[src/rtl/vga_pkg.sv]
// Shared VGA timing definitions: phase encoding, 640x480@60 defaults, totals.
package vga_pkg;

  // Phase of a line (or of a frame, counted in lines)
  typedef enum logic [1:0] {
    PH_ACT = 2'd0,
    PH_FP  = 2'd1,
    PH_SYN = 2'd2,
    PH_BP  = 2'd3
  } phase_e;

  localparam int DEF_H_ACTIVE = 640;
  localparam int DEF_H_FP     = 16;
  localparam int DEF_H_SYNC   = 96;
  localparam int DEF_H_BP     = 48;
  localparam int DEF_V_ACTIVE = 480;
  localparam int DEF_V_FP     = 10;
  localparam int DEF_V_SYNC   = 2;
  localparam int DEF_V_BP     = 33;

  function automatic int vga_h_total(int active, int fp, int sync, int bp);
    return active + fp + sync + bp;
  endfunction

  function automatic int vga_v_total(int active, int fp, int sync, int bp);
    return active + fp + sync + bp;
  endfunction

endpackage

[src/rtl/pixel_tick_div.sv]
// Pixel-clock divider: one-cycle tick every CLK_DIV system clocks.
module pixel_tick_div #(
  parameter int CLK_DIV = 2
) (
  input  logic Clock,
  input  logic Reset,
  output logic tick
);

  localparam int CW = (CLK_DIV > 1) ? $clog2(CLK_DIV) : 1;
  localparam logic [CW-1:0] LAST = CW'(CLK_DIV - 1);

  logic [CW-1:0] cnt;

  // Free-running count; tick is registered so it is 0 out of reset even for CLK_DIV=1
  always_ff @(posedge Clock or negedge Reset) begin
    if (!Reset) begin
      cnt  <= '0;
      tick <= 1'b0;
    end else begin
      cnt  <= (cnt == LAST) ? '0 : cnt + 1'b1;
      tick <= (cnt == LAST);
    end
  end

endmodule

[src/rtl/vga_timing_gen.sv]
// Parametrised VGA timing generator: counters + phase FSMs (stage 0),
// registered syncs/enable/colours one pixel behind (stage 1).
module vga_timing_gen
  import vga_pkg::*;
#(
  parameter int H_ACTIVE = DEF_H_ACTIVE,
  parameter int H_FP     = DEF_H_FP,
  parameter int H_SYNC   = DEF_H_SYNC,
  parameter int H_BP     = DEF_H_BP,
  parameter int V_ACTIVE = DEF_V_ACTIVE,
  parameter int V_FP     = DEF_V_FP,
  parameter int V_SYNC   = DEF_V_SYNC,
  parameter int V_BP     = DEF_V_BP,
  parameter bit H_POL    = 1'b0,
  parameter bit V_POL    = 1'b0,
  parameter int CLK_DIV  = 2,
  parameter int COLOR_W  = 1,
  parameter int XW       = 11,
  parameter int YW       = 10
) (
  input  logic               Clock,
  input  logic               Reset,
  input  logic               iEnable,
  input  logic [COLOR_W-1:0] iRed,
  input  logic [COLOR_W-1:0] iGreen,
  input  logic [COLOR_W-1:0] iBlue,
  output logic               oPixelTick,
  output logic [XW-1:0]      oX,
  output logic [YW-1:0]      oY,
  output logic               oLineStart,
  output logic               oFrameStart,
  output logic               oActive,
  output logic               oHsync,
  output logic               oVsync,
  output logic [COLOR_W-1:0] oR,
  output logic [COLOR_W-1:0] oG,
  output logic [COLOR_W-1:0] oB
);

  localparam int H_TOTAL = vga_h_total(H_ACTIVE, H_FP, H_SYNC, H_BP);
  localparam int V_TOTAL = vga_v_total(V_ACTIVE, V_FP, V_SYNC, V_BP);

  localparam logic [XW-1:0] H_ACT_N   = XW'(H_ACTIVE);
  localparam logic [XW-1:0] H_ACT_END = XW'(H_ACTIVE - 1);
  localparam logic [XW-1:0] H_FP_END  = XW'(H_ACTIVE + H_FP - 1);
  localparam logic [XW-1:0] H_SYN_END = XW'(H_ACTIVE + H_FP + H_SYNC - 1);
  localparam logic [XW-1:0] H_LAST    = XW'(H_TOTAL - 1);
  localparam logic [YW-1:0] V_ACT_N   = YW'(V_ACTIVE);
  localparam logic [YW-1:0] V_ACT_END = YW'(V_ACTIVE - 1);
  localparam logic [YW-1:0] V_FP_END  = YW'(V_ACTIVE + V_FP - 1);
  localparam logic [YW-1:0] V_SYN_END = YW'(V_ACTIVE + V_FP + V_SYNC - 1);
  localparam logic [YW-1:0] V_LAST    = YW'(V_TOTAL - 1);

  // Counter widths must hold the last position of a line / frame
  if (H_TOTAL > 2**XW) begin : g_bad_xw
    $error("H_TOTAL does not fit in XW");
  end
  if (V_TOTAL > 2**YW) begin : g_bad_yw
    $error("V_TOTAL does not fit in YW");
  end
  if (CLK_DIV < 1) begin : g_bad_div
    $error("CLK_DIV must be at least 1");
  end

  logic               tick;
  logic [XW-1:0]      x_q;
  logic [YW-1:0]      y_q;
  phase_e             h_ph, v_ph, h_nxt, v_nxt;
  logic               parked;
  logic               line_q, frame_q;
  logic               h_wrap, v_wrap, act_now;
  logic               act_q, hs_q, vs_q;
  logic [COLOR_W-1:0] r_q, g_q, b_q;

  pixel_tick_div #(.CLK_DIV(CLK_DIV)) u_div (
    .Clock (Clock),
    .Reset (Reset),
    .tick  (tick)
  );

  assign h_wrap  = (x_q == H_LAST);
  assign v_wrap  = (y_q == V_LAST);
  assign act_now = (x_q < H_ACT_N) && (y_q < V_ACT_N);

  // Next phase of both FSMs from the counter boundary reached this pixel
  always_comb begin
    h_nxt = h_ph;
    v_nxt = v_ph;
    case (h_ph)
      PH_ACT: if (x_q == H_ACT_END) h_nxt = PH_FP;
      PH_FP:  if (x_q == H_FP_END)  h_nxt = PH_SYN;
      PH_SYN: if (x_q == H_SYN_END) h_nxt = PH_BP;
      PH_BP:  if (h_wrap)           h_nxt = PH_ACT;
    endcase
    case (v_ph)
      PH_ACT: if (y_q == V_ACT_END) v_nxt = PH_FP;
      PH_FP:  if (y_q == V_FP_END)  v_nxt = PH_SYN;
      PH_SYN: if (y_q == V_SYN_END) v_nxt = PH_BP;
      PH_BP:  if (v_wrap)           v_nxt = PH_ACT;
    endcase
  end

  // Stage 0: counters, phase FSMs and start strobes. After reset or a disable
  // the counters sit parked at (0,0); the first enabled tick only re-announces
  // (0,0) as a new frame without advancing.
  always_ff @(posedge Clock or negedge Reset) begin
    if (!Reset) begin
      x_q     <= '0;
      y_q     <= '0;
      h_ph    <= PH_ACT;
      v_ph    <= PH_ACT;
      parked  <= 1'b1;
      line_q  <= 1'b0;
      frame_q <= 1'b0;
    end else begin
      line_q  <= 1'b0;
      frame_q <= 1'b0;
      if (tick) begin
        if (!iEnable) begin
          x_q    <= '0;
          y_q    <= '0;
          h_ph   <= PH_ACT;
          v_ph   <= PH_ACT;
          parked <= 1'b1;
        end else if (parked) begin
          parked  <= 1'b0;
          line_q  <= 1'b1;
          frame_q <= 1'b1;
        end else begin
          h_ph <= h_nxt;
          if (h_wrap) begin
            x_q    <= '0;
            line_q <= 1'b1;
            v_ph   <= v_nxt;
            if (v_wrap) begin
              y_q     <= '0;
              frame_q <= 1'b1;
            end else begin
              y_q <= y_q + 1'b1;
            end
          end else begin
            x_q <= x_q + 1'b1;
          end
        end
      end
    end
  end

  // Stage 1: enable, syncs and colours for the pixel stage 0 held this period
  always_ff @(posedge Clock or negedge Reset) begin
    if (!Reset) begin
      act_q <= 1'b0;
      hs_q  <= ~H_POL;
      vs_q  <= ~V_POL;
      r_q   <= '0;
      g_q   <= '0;
      b_q   <= '0;
    end else if (tick) begin
      if (!iEnable || parked) begin
        act_q <= 1'b0;
        hs_q  <= ~H_POL;
        vs_q  <= ~V_POL;
        r_q   <= '0;
        g_q   <= '0;
        b_q   <= '0;
      end else begin
        act_q <= act_now;
        hs_q  <= (h_ph == PH_SYN) ? H_POL : ~H_POL;
        vs_q  <= (v_ph == PH_SYN) ? V_POL : ~V_POL;
        r_q   <= act_now ? iRed   : '0;
        g_q   <= act_now ? iGreen : '0;
        b_q   <= act_now ? iBlue  : '0;
      end
    end
  end

  assign oPixelTick  = tick;
  assign oX          = x_q;
  assign oY          = y_q;
  assign oLineStart  = line_q & iEnable;
  assign oFrameStart = frame_q & iEnable;
  assign oActive     = act_q;
  assign oHsync      = hs_q;
  assign oVsync      = vs_q;
  assign oR          = r_q;
  assign oG          = g_q;
  assign oB          = b_q;

endmodule

[config.mk]
export PLATFORM = sky130hd
export DESIGN_NAME = vga_timing_gen
export DESIGN_NICKNAME = d
export VERILOG_FILES = /design/src/rtl/vga_pkg.sv /design/src/rtl/pixel_tick_div.sv /design/src/rtl/vga_timing_gen.sv
export SDC_FILE = /design/constraint.sdc
export NUM_CORES = 1
export LEC_CHECK = 0
export BUFFER_PORTS_ARGS = -buffer_cell sky130_fd_sc_hd__buf_2
export CAP_MARGIN = 40
export CORE_ASPECT_RATIO = 1.25
export CORE_MARGIN = 3
export CORE_UTILIZATION = 50
export DETAILED_ROUTE_END_ITERATION = 16
export PLACE_DENSITY = 0.72
export RECOVER_POWER = 50
export SLEW_MARGIN = 5
export SYNTH_ARGS = -nofsm -noshare
export SYNTH_HDL_FRONTEND = slang
export SYNTH_SLANG_ARGS = --single-unit
export TNS_END_PERCENT = 100
[constraint.sdc]
create_clock -name Clock -period 2.9 [get_ports Clock]
set_input_delay 0.29 -clock Clock [delete_from_list [all_inputs] [get_ports Clock]]
set_output_delay 0.29 -clock Clock [all_outputs]
set_load 0.02 [all_outputs]
Yosys cells after proc, flatten, opt, wreduce, memory -nomap -nowiden
Cells that the tools add are included.
Operators by class
  $add $sub $neg: 3
  $lt $le $gt $ge: 2
  equality and inequality tests: 24
  multiplexer cells: 44
  bitwise operators: 2
  reductions and logical operators: 9
Operators by type and width (count)
  $eq 11x10->1 const B: 4
  $mux 10: 4
  $mux 11: 3
  $eq 10x9->1 const B: 3
  $mux 2: 13
  $ne 3x3->1 const B: 8
  $mux 1: 22
  $pmux 2 s4: 2
  $add 11x1->11 const B: 1
  $lt 11x10->1 const B: 1
  $add 10x1->10 const B: 1
  $eq 10x10->1 const B: 1
  $lt 10x9->1 const B: 1
  $eq 2x2->1 const B: 4
  $reduce_and 7->1: 1
  $reduce_and 6->1: 1
  $eq 2x1->1 const B: 2
  $logic_not 2->1: 2
  $reduce_and 3->1: 1
  $and 1x1->1: 2
  $ne 2x1->1 const B: 1
  $ne 2x2->1 const B: 1
  $reduce_and 2->1: 1
  $add 1x1->1 const B: 1
  3 further kinds: 3
Word-level totals
  flip-flop bits (word level): 36
  output and inout port bits: 30
  logic and storage cells: 99

Depth between registers and ports, before layout
Gate-level depths: netlist of the first run.
  depth in word-level cells: 6
  depth in mapped cells: 7

Cells and area by module
Synthesis of the first run repeated with hierarchy kept, for this count alone.
Second synthesis, totals
  cells, all modules: 208
  area, all modules: 2023.2 sq um
Modules (own cells, without submodules)
  vga_timing_gen: times used 1, cells each 205, area each 1969.4 sq um, seq. area each 854.6 sq um
  pixel_tick_div: times used 1, cells each 3, area each 53.8 sq um, seq. area each 50.0 sq um

Worst setup path before layout of the first run
OpenSTA, ideal clock, no wires.
  path type: register to register
  from: register x_q[5], in the netlist oX[5]
  to: register v_ph[1]
  arrival: 1.993 ns
  required time: 2.775 ns
  slack: 0.782 ns
  stages on the path, launching flop included: 6
  cells stage by stage: dfrtp_1 > buf_6 > or4b_4 > o41ai_4 > o21ai_0 > mux2_2
Between the ends
  word-level cells in the longest chain between the ends: 3
RTL lines
  start: declaration: RTL line vga_timing_gen.sv:66  | logic [XW-1:0] x_q;
  start signal: assignment: RTL line vga_timing_gen.sv:142  | x_q <= x_q + 1'b1;
  $eq 11x10->1: RTL line vga_timing_gen.sv:81  | assign h_wrap = (x_q == H_LAST);
  $ne 2x1->1 (no line)
  $reduce_and 7->1 (no line)
  end signal: assignment: RTL line vga_timing_gen.sv:134  | v_ph <= v_nxt;
  end: declaration: RTL line vga_timing_gen.sv:68  | phase_e h_ph, v_ph, h_nxt, v_nxt;
Every way passes these cells.
A chain may end at the register's enable or synchronous reset.

Worst setup path in the final report of the first run
  from: register y_q[2], in the netlist oY[2]
  to: register v_ph[1]
Between the ends
  word-level cells in the longest chain between the ends: 3
  elaborated cells between the ends (all ways): 9
  those cells by class: eq/ne (8); reduce/logical (1)
RTL lines
  start: declaration: RTL line vga_timing_gen.sv:67  | logic [YW-1:0] y_q;
  start signal: assignment: RTL line vga_timing_gen.sv:139  | y_q <= y_q + 1'b1;
  $eq 10x9->1 (tied with other cells): RTL line vga_timing_gen.sv:98  | PH_SYN: if (y_q == V_SYN_END) v_nxt = PH_BP;
  $ne 3x3->1 (no line)
  $reduce_and 7->1 (no line) *
Every way passes the cells marked *; elsewhere a longest branch is shown, timed or not.

==> impl_metrics.toml, run 1 <==
[synth]
ys.flop_type = "dfrtp_1"
synth-edff-count = 0
yosys.cell_types.count = 50
synth.ff_latch_count = 36
syn_inst = 215
syn_area_um2 = 2100
postSynthAreaPerCell_um2 = 9.77
synthesis.nets = 233
yosysWarnings = 0
synth-async-reset-ratio_pct = 100
synth_seq_area_share_pct = 43.1

[worst_setup_path]
arrival_ps = 2310
critical_path.max_fanout = 6
critPathCaptureType = "register"
crit_type = "register to register"
crit_path_start = "oY[2]"
reg2reg_slack_ps = 770
crit_required_ps = 3080
cp-start-kind = "register"
r2r_start = "oY[2]"

[global_route]
antenna_found_initial = 0
grt_max_degree = 37
grt_usage_pct = 21.3
grtUsageMet3_pct = 5.15
grtUsageMet2_pct = 33.9
grt_util_met1_pct = 26.9
grt_overflow = 0
top_usage_layer = "met2"
grt_pass1_wl_um = 8320
grt_pass1_vias = 1698

[sta]
setup_viol = 0
fin_skew_ps = 7.01
max_slew.worst_pin.slew_ps = 1860
finalCriticalPeriod_ps = 2130
rsz0062_at_grt = "false"
hold_ws_ps = 216
hold_viol = 0
relSlewSlack_pct = -23.7
drv_slew = 37
max_freq_ghz = 0.468
min_period_over_period_pct = 73.6
setup-tns-final_ps = 0

[cts]
post_cts_buffers = 0
cts_resized = 0
hold_buffers = 0
cts_tree = "built"
cts_buffers = 5
cts.path.max_buffers = 2
clkTransAtPathRegs_ps = 70
insertion_delay_ps = 290
clockRootBuffer = "clkbuf_8"
cts.htree.levels = 2
cts_sinks = 36

[placed_design]
io_buffers = 35
gp_congestion = 0.901
hpwl_um = 3400

[power_and_ir_drop]
p_per_area_nw_per_um2 = 478
p_switching_w = 0.000327
p_seq_share_pct = 49.6
p_comb_share_pct = 16.7
power.leakage_nw = 1.14
clock_power_share_pct = 33.7
p_sw_share_pct = 28.4
p_int_w = 0.000825
peakVddDrop_uv = 363

[outcome]
violations = "capacitance limit, slew limit"
status = "finished, violations left"

[floorplan]
start_util_pct = 53.7
fp-row-count = 25
die_h_um = 78.5
die-area_um2 = 5020
fp.dieW_um = 64.0
io-pin-count = 36
core_um2 = 3910

[route]
drcViolationCount = 0
drtAntennaViolNets = 0
drtPass1Iterations = 4
wire_per_inst_um = 15.3
drtIter0Drc = 91
vias_per_cell = 5.70
routed-via-count = 1755
wl_um = 4700

[cells_and_area]
fillers = 336
syn_to_final_growth_pct = 14.9
diodes = 0
drive_gt1_share_pct = 17.3
final_nets = 271

[hold_path]
hold_class = "input port to register"
hp-start = "iGreen"

[job]
cap_violations = 1
[cells in the final DEF (no fill, tap or decap), drive strengths merged, types with 2 or more instances in the layout]
cell / Yosys / layout
nor2b: 3 / 3
nand2b: 2 / 2
nand4: 10 / 10
nor3: 10 / 10
a21oi: 3 / 3
a22o: 3 / 3
ha: 12 / 12
clkbuf: 4 / 19
or4b: 2 / 2
a21bo: 4 / 4
nand3: 7 / 7
a41o: 2 / 2
a311oi: 2 / 2
dfstp: 3 / 3
a22oi: 2 / 2
xor2: 9 / 9
a41oi: 2 / 2
and4: 4 / 4
a31oi: 2 / 2
nor2: 24 / 24
and3: 2 / 2
nor4bb: 2 / 2
o2bb2ai: 3 / 3
nor4b: 2 / 2
buf: 3 / 27
dfrtp: 33 / 33
and2: 3 / 3
inv: 11 / 11
a21o: 2 / 2
o22ai: 2 / 2
o21ai: 9 / 9
xnor2: 5 / 5
nand2: 14 / 14
[cells in the mapped netlist, types with 4 or more instances]
| cell | number | area, µm² |
|---|---|---|
| and4_1 | 4 | 35.0 |
| nor2_1 | 24 | 90.1 |
| dfrtp_1 | 33 | 826 |
| a21bo_2 | 4 | 40.0 |
| nand2_1 | 14 | 52.6 |
| inv_1 | 11 | 41.3 |
| o21ai_0 | 9 | 45.0 |
| nor3_1 | 10 | 50.1 |
| nand4_1 | 10 | 62.6 |
| clkbuf_1 | 4 | 15.0 |
| ha_1 | 12 | 150 |
| xor2_1 | 9 | 78.8 |
| xnor2_1 | 5 | 43.8 |
| nand3_1 | 7 | 35.0 |
[metrics by stage]
stage / setup slack (ps) / area (µm²) / total power, W / std cells / util [%]
after floorplan: 782 / 2100 / 0.000709 / 215 / -
after global placement: 818 / 2330 / 0.000768 / 300 / 59.5
after detailed placement: 784 / 2330 / 0.000774 / 300 / 59.5
after CTS: 757 / 2430 / 0.00117 / 308 / 62.0
after global routing: 602 / 2410 / 0.00123 / 308 / 61.7
final: 765 / 2410 / 0.00115 / 308 / 61.7
[final cells by class]
class,count,area [µm²],area share [%]
multi-input cells,160,1110,46.1
well taps,54,67.6,2.80
flip-flops and latches,36,905,37.5
repair buffers,38,184,7.62
inverters,12,45.0,1.87
clock buffers,8,100,4.15
[critical path, stage by stage (launching register included)]
cell and delay [ps]:
dfrtp_1 440, or4b_2 680, nor3_1 260, a21bo_2 190, nand4_1 160, mux2_2 300
[registers in the layout (all words and copies together), names as in the netlist]
signal	cells
oVsync	1
u_div.tick	1
h_ph	2
oHsync	1
oX	11
parked	1
oB	1
oY	10
line_q	1
oG	1
oR	1
u_div.cnt	1
frame_q	1
oActive	1
v_ph	2
[per-layer routing]
metal  routed length, µm  share of wire [%]
met5                   0                  0
met4                 143                3.0
met3                 268                5.7
met2                2250                 48
met1                2050                 44
[power by group through the flow]
stage | logic (W) | clock network, W | registers (W)
CTS | 0.000194 | 0.000403 | 0.000572
floorplan | 0.000118 | 0 | 0.000591
finish | 0.000193 | 0.000388 | 0.000572
detailed placement | 0.000192 | 0 | 0.000581
global placement | 0.000189 | 0 | 0.000579
global route | 0.000220 | 0.000430 | 0.000578
[logic make-up (layout without fill, tap and decap cells)]
| group | Yosys count | after routing | share of synthesized area [%] |
|---|---|---|---|
| AO/OA/AOI/OAI | 44 | 44 | 16.6 |
| XOR/XNOR | 14 | 14 | 5.84 |
| adder cells (fa/ha/maj) | 12 | 12 | 7.15 |
| buffers and inverters | 19 | 58 | 3.99 |
| flip-flops | 36 | 36 | 43.1 |
| multiplexers | 2 | 2 | 1.01 |
| AND/OR/NAND/NOR | 88 | 88 | 22.3 |
[worst paths after layout]
path / cells after the start / to
max in group asynchronous: 1 / u_div.cnt
setup reg to reg: 5 / v_ph[1]
hold / removal: 2 / oG
setup / recovery: 5 / v_ph[1]
hold reg to reg: 0 / u_div.tick
min in group asynchronous: 1 / oX[7]
Note: power is estimated with default switching activity, not from simulation.
==> inputs of run 2 (changes only) <==
--- a/config.mk
+++ b/config.mk
@@ -5,13 +5,14 @@
 export SDC_FILE = /design/constraint.sdc
 export NUM_CORES = 1
 export LEC_CHECK = 0
+export ABC_AREA = 1
 export BUFFER_PORTS_ARGS = -buffer_cell sky130_fd_sc_hd__buf_2
 export CAP_MARGIN = 40
 export CORE_ASPECT_RATIO = 1.25
 export CORE_MARGIN = 3
 export CORE_UTILIZATION = 50
 export DETAILED_ROUTE_END_ITERATION = 16
-export PLACE_DENSITY = 0.72
+export PLACE_DENSITY = 0.75
 export RECOVER_POWER = 50
 export SLEW_MARGIN = 5
 export SYNTH_ARGS = -nofsm -noshare
==> constraint.sdc (replaced) <==
create_clock -name Clock -period 1.75 [get_ports Clock]
set_input_delay 0.175 -clock Clock [delete_from_list [all_inputs] [get_ports Clock]]
set_output_delay 0.175 -clock Clock [all_outputs]
set_load 0.02 [all_outputs]
==> impl_metrics.toml, run 2 <==
[outcome]
status = "finished, final reports clean"

[global_route]
grt_pass1_vias = 2016
grt_max_degree = 37
grt_usage_pct = 21.4
grt_overflow = 0
grt_pass1_wl_um = 8830
antenna_found_initial = 0

[hold_path]
min_delay_path_depth = 3
hold_class = "input port to register"

[synth]
syn_area_um2 = 2220
synth_seq_area_share_pct = 40.8
yosys.cell_types.count = 33
synth_top_area_share_pct = 37.2
yosysWarnings = 0
postSynthAreaPerCell_um2 = 7.49
synth-edff-count = 0
yosys-top-cells-area = "dfrtp_1, nand2_1, inv_1"
synthTopCellsByCount = "nand2_1, inv_1, nor2_1"
synth.ff_latch_count = 36
ys.flop_type = "dfrtp_1"
synth.most_common_cell = "nand2_1"
yosysTopAreaCell = "dfrtp_1"
syn_inst = 296
synth-async-reset-ratio_pct = 100
synthesis.nets = 314

[floorplan]
die-area_um2 = 5280
fp-row-count = 26
fp.dieW_um = 65.6
core_um2 = 4200
start_util_pct = 52.9
io-pin-count = 36
die_h_um = 80.5

[cells_and_area]
layout_common_cells = "nand2_1, inv_1, nor2_1, dfrtp_1, buf_2"
fin_util_pct = 61.7
multi_input_area_um2 = 1130
final_common_cell = "nand2_1"
final_cells = 395
fillers = 387
regArea_um2 = 906
largest_reg_flops = 11
final_nets = 356
diodes = 0
drive_gt1_share_pct = 18.9
syn_to_final_growth_pct = 16.8

[route]
drtAntennaViolNets = 0
drcViolationCount = 0
drtIter0Drc = 101
vias_per_cell = 5.08
routed-via-count = 2007
wire_per_inst_um = 12.7
drtPass1Iterations = 4
wl_um = 5030

[cts]
cts.path.max_buffers = 2
clkTransAtPathRegs_ps = 70
cts.htree.levels = 2
cts_sinks = 36
cts_tree = "built"
clockRootBuffer = "clkbuf_8"
insertion_delay_ps = 280
cts_buffers = 5

[placed_design]
place_inst = 385
pre_cts_slack_ps = 78.2
gp_congestion = 0.920
io_buffers = 35
hpwl_um = 3800

[power_and_ir_drop]
clock_power_share_pct = 28.2
p_comb_share_pct = 24.9
p_sw_share_pct = 32.9
peakVddDrop_uv = 465
p_int_w = 0.00143
power.leakage_nw = 1.37
p_total_w = 0.00213
p_per_area_nw_per_um2 = 821
p_switching_w = 0.000699
p_seq_share_pct = 46.9

[worst_setup_path]
crit_required_ps = 1920
cpMostUsedCell = "nand2_1"
critPathCaptureType = "register"
crit_chain = "ha_2 -> nand2_2 -> nor2_4 -> nand3_1 -> nand2_2 -> nor2_1 -> nor2_1 -> nand2_1 -> nand2_1 -> nand2_1"
cpPeakStageDelay_ps = 380
slowest_stage = "dfrtp_1"
critical_path.max_fanout = 4
worst_r2r_path_depth = 10
arrival_ps = 1820
cp-start-kind = "register"
crit_type = "register to register"

[sta]
max_slew.worst_pin.slew_ps = 895
relSlewSlack_pct = 40.3
drv_slew = 0
setup_ws_ps = 102
min_period_over_period_pct = 94.1
finalCriticalPeriod_ps = 1650
setup-tns-final_ps = 0
setup_viol = 0
hold_viol = 0
rsz0062_at_grt = "true"
max_freq_ghz = 0.607
fin_skew_ps = 8.11

[job]
cap_violations = 0
run 2: cell count changes in the layout (fill, tap and decap cells not counted), sizes merged, moves of 5 or more:
cell,delta
a21oi,+6
nand4,-8
inv,+33
nand2,+66
xnor2,-5
nand3,+18
nor2,+12
buf,+8
clkbuf,-7
run 2: critical path, delay by kind of cell (launching register included):
| family | cells | cell delay (ps) |
|---|---|---|
| fa+ha+maj | 1 | 200 |
| flops | 1 | 380 |
| simple gates | 9 | 950 |
run 2: through the flow:
step	cell area, µm²	hold WS [ps]
after floorplan	2220	-121
after global placement	2460	244
after detailed placement	2460	242
after CTS	2560	130
after global routing	2590	156
final	2590	134
run 2: worst paths after layout:
check | start | slack (ps) | endpoint
setup / recovery | oX[0] | 100 | h_ph[1]
hold / removal | iGreen | 130 | oG
setup reg to reg | oX[0] | 100 | h_ph[1]
hold reg to reg | u_div.cnt | 390 | u_div.tick
max in group asynchronous | Reset | 520 | oY[0]
min in group asynchronous | Reset | 610 | oX[3]
run 2: layout make-up:
cell class | instances | share of cell area [%]
timing repair buffer | 42 | 8.55
sequential | 36 | 35.0
multi-input combinational | 209 | 43.6
inverter | 44 | 6.66
clock buffer | 6 | 3.19
tap | 56 | 2.70
clock inverter | 2 | 0.386
run 2: repair_timing:
item                       CTS  global route
hold endpoints to repair    33             0
hold buffers                 1             0
setup endpoints to repair    0             7
setup buffers                0             1
resized for setup            0             7
run 2: cell families (layout without fill, tap and decap cells):
| kind of cell | after synthesis | in the layout | share of synthesized area, % |
|---|---|---|---|
| AO/OA/AOI/OAI | 30 | 30 | 7.95 |
| flip-flops | 36 | 36 | 40.8 |
| AND/OR/NAND/NOR | 159 | 159 | 31.8 |
| buffers and inverters | 51 | 94 | 9.53 |
| XOR/XNOR | 8 | 8 | 3.16 |
| adder cells (fa/ha/maj) | 12 | 12 | 6.77 |
run 2: routing by layer:
layer | global-route usage [%] | part of all wire [%] | up-vias
met2 | 38.3 | 52 | 54
met1 | 25.5 | 42 | 926
met5 | 0 | 0 | -
li1 | - | - | 1017
met4 | 7.47 | 1.9 | 0
met3 | 3.64 | 4.3 | 10
run 2: power by group through the flow:
stage	clock network (W)	registers, W	logic (W)
6_report	0.000601	0.000997	0.000530
4_1_cts	0.000620	0.000998	0.000526
2_1_floorplan	0	0.00104	0.000330
5_1_grt	0.000653	0.00101	0.000633
3_5_place_dp	0	0.00101	0.000520
3_3_place_gp	0	0.00100	0.000512
==> inputs of run 3 (changes only) <==
--- a/config.mk
+++ b/config.mk
@@ -9,7 +9,6 @@
 export BUFFER_PORTS_ARGS = -buffer_cell sky130_fd_sc_hd__buf_2
 export CAP_MARGIN = 40
 export CORE_ASPECT_RATIO = 1.25
-export CORE_MARGIN = 3
 export CORE_UTILIZATION = 50
 export DETAILED_ROUTE_END_ITERATION = 16
 export PLACE_DENSITY = 0.75
==> impl_metrics.toml, run 3 (synthesis gave the netlist of run 2 again) <==
[hold_path]
hold_class = "input port to register"

[route]
wire_per_inst_um = 12.7
top_layer = "met4"
wl_um = 5060
routed-via-count = 2044
wl_met3_um = 174
drtAntennaViolNets = 0
drtPass1Iterations = 4
wl_met2_um = 2530
drtIter0Drc = 120
wl_met1_um = 2290
drcViolationCount = 0
vias_per_cell = 5.11

[cells_and_area]
final_common_cell = "nand2_1"
layout_common_cells = "nand2_1, inv_1, nor2_1, dfrtp_1, buf_2"
syn_to_final_growth_pct = 19.3
largest_reg_flops = 11
drive_gt1_share_pct = 17.7
diodes = 0
fin_util_pct = 63.6
final_nets = 361

[sta]
max_freq_ghz = 0.615
rsz0062_at_grt = "false"
setup-tns-final_ps = 0
fin_skew_ps = 5.31
max_slew.worst_pin.slew_ps = 906
hold_ws_ps = 125
setup_ws_ps = 125
setup_viol = 0
relSlewSlack_pct = 39.6
finalCriticalPeriod_ps = 1630
hold_viol = 0
min_period_over_period_pct = 92.9
drv_slew = 0

[cts]
cts_buffers = 5
cts_tree = "built"
cts_sinks = 36
clockRootBuffer = "clkbuf_8"
insertion_delay_ps = 290
clkTransAtPathRegs_ps = 70
cts.path.max_buffers = 2
cts.htree.levels = 2

[global_route]
grt_usage_pct = 23.8
grt_pass1_wl_um = 8380
antenna_found_initial = 0
grt_max_degree = 37
grt_pass1_vias = 1853
grt_overflow = 0

[power_and_ir_drop]
p_switching_w = 0.000714
p_per_area_nw_per_um2 = 884
p_comb_share_pct = 23.2
p_sw_share_pct = 30.5
power.leakage_nw = 1.39
clock_power_share_pct = 34.3
p_int_w = 0.00163
p_seq_share_pct = 42.5
peakVddDrop_uv = 663
p_total_w = 0.00234

[placed_design]
pre_cts_slack_ps = 67.1
gp_congestion = 0.886
hpwl_um = 3590
io_buffers = 35

[floorplan]
fp.dieW_um = 61.6
io-pin-count = 36
die_h_um = 76.5
start_util_pct = 53.3
fp-row-count = 26
core_um2 = 4160
die-area_um2 = 4710

[worst_setup_path]
crit_required_ps = 1920
arrival_ps = 1790
cp-start-kind = "register"
crit_type = "register to register"
critical_path.max_fanout = 10
critPathCaptureType = "register"

[outcome]
status = "finished, final reports clean"

[job]
cap_violations = 0
run 3: cell count changes in the layout (fill, tap and decap cells not counted), moves of 2 or more:
cell	change
clkinv_2	-2
buf_4	+4
buf_2	-5
clkbuf_1	+6
run 3: power by group through the flow:
| stage | Combinational, W | Sequential [W] | Clock (W) |
|---|---|---|---|
| 3_3_place_gp | 0.000505 | 0.00101 | 0 |
| 2_1_floorplan | 0.000330 | 0.00104 | 0 |
| 3_5_place_dp | 0.000512 | 0.00101 | 0 |
| 5_1_grt | 0.000634 | 0.00101 | 0.000856 |
| 4_1_cts | 0.000520 | 0.000997 | 0.000817 |
| 6_report | 0.000543 | 0.000995 | 0.000802 |
run 3: cell type report:
| class | instances | area, µm² |
|---|---|---|
| Inverter | 44 | 173 |
| Multi-Input combinational cell | 209 | 1120 |
| Timing Repair Buffer | 47 | 249 |
| Sequential cell | 36 | 905 |
| Clock inverter | 1 | 30.0 |
| Tap cell | 56 | 70.1 |
| Fill cell | 410 | 1520 |
| Clock buffer | 7 | 96.3 |
run 3: what timing repair did:
action                                 CTS  global route
gates resized for setup                  0             5
setup endpoints to repair                0             7
buffers inserted                         0             4
hold buffers                             1             0
endpoints found under the hold margin   33             0
run 3: worst max-delay path: stages, from the launching register on:
cell and delay, ps:
dfrtp_1 390, ha_2 210, nand2_2 100, nor2_4 130, nand3_1 120, nand2_2 140, nand2_8 90, buf_4 190
nand2_1 50, o21ai_0 80
run 3: metal layers:
metal,GRT usage [%],vias up
li1,-,1024
met1,31.0,961
met2,38.0,54
met3,3.57,5
met4,10.4,0
met5,0,-
run 3: final timing paths:
check	start	endpoint	slack, ps	cells after the start
worst max-delay path	oX[1]	oY[5]	120	9
min in group asynchronous	Reset	oX[1]	620	3
worst min-delay path	iRed	oR	130	3
worst min register to register	u_div.cnt	u_div.tick	390	0
worst max register to register	oX[1]	oY[5]	120	9
max in group asynchronous	Reset	oG	560	3
run 3: per-stage QoR:
step           cells  area, µm²
6_report         400       2650
5_1_grt          400       2650
3_3_place_gp     387       2470
4_1_cts          396       2610
3_5_place_dp     387       2470
2_1_floorplan    296       2220
